File: src/rtl/serial_adder_pkg.sv
// Shared definitions for the bit-serial adder: FSM state encoding and default width.
package serial_adder_pkg;

    typedef enum logic [1:0] {
        IDLE  = 2'd0,
        SHIFT = 2'd1,
        DONE  = 2'd2
    } state_t;

    localparam int DEFAULT_WIDTH = 8;

endpackage

File: src/rtl/Full_Adder.sv
// Team single-bit full adder: bits[1:0] plus carryIn gives sum and carryOut.
module Full_Adder (
    input  logic [1:0] bits,
    input  logic       carryIn,
    output logic       sum,
    output logic       carryOut
);

    assign sum      = bits[1] ^ bits[0] ^ carryIn;
    assign carryOut = (bits[1] & bits[0]) | (carryIn & (bits[1] ^ bits[0]));

endmodule

File: src/rtl/serial_adder.sv
// Bit-serial WIDTH-bit adder, LSB first, one bit per clock through a Full_Adder.
// Optional signed-overflow output is enabled by defining SERIAL_ADDER_OVERFLOW_EN.
module serial_adder
    import serial_adder_pkg::*;
#(
    parameter int WIDTH = DEFAULT_WIDTH
) (
    input  logic             clk,
    input  logic             rst_n,
    input  logic             start,
    input  logic [WIDTH-1:0] a,
    input  logic [WIDTH-1:0] b,
    input  logic             carry_in,
    output logic             busy,
    output logic             done,
`ifdef SERIAL_ADDER_OVERFLOW_EN
    output logic             overflow,
`endif
    output logic [WIDTH-1:0] sum,
    output logic             carry_out
);

    localparam int CNT_W = $clog2(WIDTH);

    state_t             r_state;
    state_t             w_next_state;
    logic [WIDTH-1:0]   r_a_sh;
    logic [WIDTH-1:0]   r_b_sh;
    logic [WIDTH-2:0]   r_sum_sh;
    logic               r_carry;
    logic [CNT_W-1:0]   r_cnt;
    logic [WIDTH-1:0]   r_sum;
    logic               r_carry_out;

    logic               w_accept;
    logic               w_last;
    logic               w_fa_sum;
    logic               w_fa_cout;
    logic [WIDTH-1:0]   w_sum_next;

    assign w_accept   = start && ((r_state == IDLE) || (r_state == DONE));
    assign w_last     = (r_state == SHIFT) && (r_cnt == CNT_W'(WIDTH - 1));
    // Partial result bits sit below the bit produced this cycle; on the last
    // cycle this is the complete sum.
    assign w_sum_next = {w_fa_sum, r_sum_sh};

    Full_Adder u_full_adder (
        .bits     ({r_b_sh[0], r_a_sh[0]}),
        .carryIn  (r_carry),
        .sum      (w_fa_sum),
        .carryOut (w_fa_cout)
    );

    // NOTE: sequential state uses non-blocking assignments so every register
    // samples pre-edge values regardless of statement order.
    always_ff @(posedge clk or negedge rst_n) begin
        if (!rst_n) begin
            r_state <= IDLE;
        end else begin
            r_state <= w_next_state;
        end
    end

    // NOTE: a default assignment first keeps this block free of inferred latches.
    always_comb begin
        w_next_state = r_state;
        case (r_state)
            IDLE:    if (start) w_next_state = SHIFT;
            SHIFT:   if (w_last) w_next_state = DONE;
            DONE:    w_next_state = start ? SHIFT : IDLE;
            default: w_next_state = IDLE;
        endcase
    end

    always_comb begin
        busy = 1'b0;
        done = 1'b0;
        case (r_state)
            SHIFT:   busy = 1'b1;
            DONE:    done = 1'b1;
            default: ;
        endcase
    end

    always_ff @(posedge clk or negedge rst_n) begin
        if (!rst_n) begin
            r_a_sh   <= '0;
            r_b_sh   <= '0;
            r_sum_sh <= '0;
            r_carry  <= 1'b0;
            r_cnt    <= '0;
        end else if (w_accept) begin
            r_a_sh   <= a;
            r_b_sh   <= b;
            r_sum_sh <= '0;
            r_carry  <= carry_in;
            r_cnt    <= '0;
        end else if (r_state == SHIFT) begin
            r_a_sh   <= r_a_sh >> 1;
            r_b_sh   <= r_b_sh >> 1;
            r_sum_sh <= w_sum_next[WIDTH-1:1];
            r_carry  <= w_fa_cout;
            r_cnt    <= w_last ? '0 : r_cnt + 1'b1;
        end
    end

    // Results update only on the final bit cycle, so outputs never show partial sums.
    always_ff @(posedge clk or negedge rst_n) begin
        if (!rst_n) begin
            r_sum       <= '0;
            r_carry_out <= 1'b0;
        end else if (w_last) begin
            r_sum       <= w_sum_next;
            r_carry_out <= w_fa_cout;
        end
    end

    assign sum       = r_sum;
    assign carry_out = r_carry_out;

`ifdef SERIAL_ADDER_OVERFLOW_EN
    logic r_overflow;

    // Signed overflow: carry into the MSB cycle differs from carry out of it.
    always_ff @(posedge clk or negedge rst_n) begin
        if (!rst_n) begin
            r_overflow <= 1'b0;
        end else if (w_last) begin
            r_overflow <= r_carry ^ w_fa_cout;
        end
    end

    assign overflow = r_overflow;
`endif

endmodule

File: config.mk
export PLATFORM = sky130hd
export DESIGN_NAME = serial_adder
export DESIGN_NICKNAME = d
export VERILOG_FILES = /design/src/rtl/serial_adder_pkg.sv /design/src/rtl/Full_Adder.sv /design/src/rtl/serial_adder.sv
export SDC_FILE = /design/constraint.sdc
export NUM_CORES = 1
export LEC_CHECK = 0
export CAP_MARGIN = 20
export CORE_MARGIN = 1
export CORE_UTILIZATION = 56
export DETAILED_ROUTE_END_ITERATION = 6
export PLACE_DENSITY = 0.84
export SYNTH_ARGS = -nofsm -noshare
export SYNTH_HDL_FRONTEND = slang
export SYNTH_SLANG_ARGS = --single-unit
File: constraint.sdc
create_clock -name clk -period 3.95 [get_ports clk]
set_input_delay 0.395 -clock clk [delete_from_list [all_inputs] [get_ports clk]]
set_output_delay 0.395 -clock clk [all_outputs]
set_load 0.02 [all_outputs]
==> flow_summary.toml <==
[yosys]
synth.yosys.seq_area_share = 0.541
async_flop_share = 1.00
synth_compound_area_frac = 0.162
syn_area_um2 = 1760
synthMuxAreaShare = 0.134
synthAdderAreaFrac = 0.0256
synth_edf_count = 0
synth_top_family_by_area = "compound AO/OA/AOI/OAI gates"
synth.top_cell.area_share = 0.541
synth_cell_types = 27
ys_ff_latch = 38
yosys.area_share.simple = 0.0740
synth_cells = 142
syn_area_per_cell_um2 = 12.4
ys_warn_count = 0
synth_ff_type = "dfrtp_1"
yosysTopAreaCell = "dfrtp_1"
synthesis.nets = 165
synth.area.top_cells = "dfrtp_1 (54%), mux2_4 (7.7%), mux2i_1 (5.1%)"
synth-xor-area-share = 0

[critical_path]
path_class = "reg -> out"
slowest_delay_ns = 0.79
crit_chain = "nand2b_1 > clkinv_4 > clkdlybuf4s50_1"
arrival_ns = 2.38
timing.rr.end = "sum[0]$_DFFE_PN0P_"
start_kind = "flip-flop"
crit_family = "buffers and inverters"
slowest_stage = "dfrtp_1"
r2r_start = "r_state[0]$_DFFE_PN0P_"
cp_max_fo = 23
required_ns = 3.56
r2r_cells = 4
worst-path-buf-inv = 2
reg2reg_slack_ns = 1.93
end_kind = "output pin"

[drt]
totalWireLength_um = 3290
drt-vias-per-instance = 5.67
via_count = 1201
drt_iter0_drc = 53
routedWlPerCell_um = 15.5
dr.pass1.iters = 6
ant_nets = 0
drc = 1

[global_routing]
grt_pass1_wl_um = 5490
grt_max_degree = 39
antenna_found_initial = 0
grt_overflow = 0
grtUsageTotal = 0.226
first_global_vias = 1144

[cts]
cts_buffers = 5
cts_max_level = 2
cts.sinks = 38
clockBufferDepth = 2
cts.clk_slew.worst_paths_ns = 0.11
ctsHoldBuffers = 0
cts_setup_buffers = 0
worstSkewPairLatency_ns = 0.35
cts_resized = 0
cts_root_buf = "clkbuf_4"
cts_tree = "built"

[floorplan]
ios = 31
row_count = 19
core_um2 = 2880
die_w_um = 58.1
die_area_um2 = 3370
fp.dieH_um = 58.1
start_util = 0.612

[placed_design]
dpl_cell_area_um2 = 2040
gp_congestion = 0.681
io_buffers = 30
dp_hpwl_um = 2340

[layout]
final_layout_size_suffix_gt1_frac = 0.129
final_util = 0.725
final_nets = 193
area_delta_synth_final_pct = 18.6
antennaDiodeCount = 0
final_area_um2 = 2090

[sta]
fin_crit_sh = 0.703
clock.fmax_mhz = 360
min_period_ns = 2.78
slew_headroom = 0.479
slew_violations = 0
hold_viol = 0
worstMarginPinSlew_ns = 0.782
timing.setup.tns_ns = 0
finalSetupViolCount = 0
rsz0062_at_grt = "no"
whs_ns = 0.119
skew_ns = 0.00966

[worst_hold_path]
hold_path_class = "in -> async"

[power_and_ir_drop]
p_leak_nw = 0.956
ir_drop_uv = 444
power_density_nw_per_um2 = 724

[run]
maxCapViolCount = 0

[status]
status = "finished, violations left"
violations = "design-rule violations"
-- sequential cells by signal, summed over array words and instances, names as in the netlist --
signal	count
r_carry	1
r_a_sh	8
carry_out	1
sum	8
r_cnt	3
r_b_sh	8
r_sum_sh	7
r_state	2
-- layout make-up --
| type | count | area (µm²) |
|---|---|---|
| Clock buffer | 5 | 37.5 |
| Clock inverter | 2 | 10.0 |
| Tap cell | 42 | 52.6 |
| Timing Repair Buffer | 30 | 295 |
| Fill cell | 216 | 791 |
| Inverter | 10 | 42.5 |
| Multi-Input combinational cell | 85 | 697 |
| Sequential cell | 38 | 951 |
-- cells in the final DEF (no fill, tap or decap), drive strengths merged --
cell | synthesis | final
nor2b | 4 | 4
a211oi | 8 | 8
a21oi | 15 | 15
or2 | 1 | 1
o31ai | 1 | 1
buf | 8 | 1
inv | 9 | 9
nor2 | 1 | 1
and2b | 5 | 5
nand2 | 3 | 3
o2bb2ai | 1 | 1
a22o | 8 | 8
clkdlybuf4s50 | 0 | 29
and2 | 1 | 1
dfrtp | 38 | 38
clkbuf | 1 | 5
ha | 2 | 2
nand3b | 2 | 2
clkinv | 1 | 3
mux2 | 10 | 10
o21ai | 4 | 4
o22ai | 7 | 7
nand2b | 2 | 2
fa | 1 | 1
mux2i | 9 | 9
-- power breakdown --
| group | total (W) | switching (W) | internal, W |
|---|---|---|---|
| logic | 0.000610 | 0.000283 | 0.000327 |
| clock network | 0.000189 | 0.000125 | 0.0000640 |
| registers | 0.000711 | 0.000151 | 0.000560 |
| total | 0.00151 | 0.000559 | 0.000951 |
-- metal layers --
layer  routed length, µm  vias to the layer above  global-route usage
met3                 172                        4              0.0759
met1                1420                      601               0.288
li1                    -                      562                   -
met2                1670                       34               0.363
met4                  31                        0              0.0782
met5                   0                        -                   0
-- worst reg2reg max path, cell delays in order, from the launching register on --
cell and delay (ns):
dfrtp_1 0.79, nand2b_1 0.42, clkinv_4 0.20, nand2_4 0.16
mux2_4 0.34
-- stage by stage --
stage	setup WS (ns)	cells	total power [W]
after floorplan	2.57	142	0.00114
after global placement	1.65	205	0.00129
after detailed placement	1.55	205	0.00133
after CTS	1.17	212	0.00152
after global routing	1.00	212	0.00162
final	1.17	212	0.00151
-- kinds of logic after synthesis --
logic type	count (synthesis)
buf+inv	19
simple gates	19
fa+ha+maj	3
mux	19
compound gates	44
flops	38
-- worst max path at each step --
stage	start	endpoint	slack [ns]	cells after the start
floorplan	r_cnt[0]$_DFFE_PN0P_	sum[7]$_DFFE_PN0P_	2.57	4
global placement	r_state[0]$_DFFE_PN0P_	busy	1.65	3
detailed placement	r_state[0]$_DFFE_PN0P_	busy	1.55	3
CTS	r_state[0]$_DFFE_PN0P_	busy	1.17	3
global route	r_state[0]$_DFFE_PN0P_	busy	1.00	3
finish	r_state[0]$_DFFE_PN0P_	busy	1.17	3
-- Yosys cell counts, types with 2 or more instances --
cell type / count
a22o_1: 8
a211oi_1: 8
a21oi_1: 15
nand2b_1: 2
inv_1: 9
nor2b_1: 4
ha_1: 2
o21ai_0: 4
nand3b_1: 2
mux2i_1: 9
buf_6: 4
nand2_1: 2
o22ai_1: 7
mux2_4: 9
buf_2: 4
dfrtp_1: 38
and2b_1: 5
(Power assumes the default switching activity.)
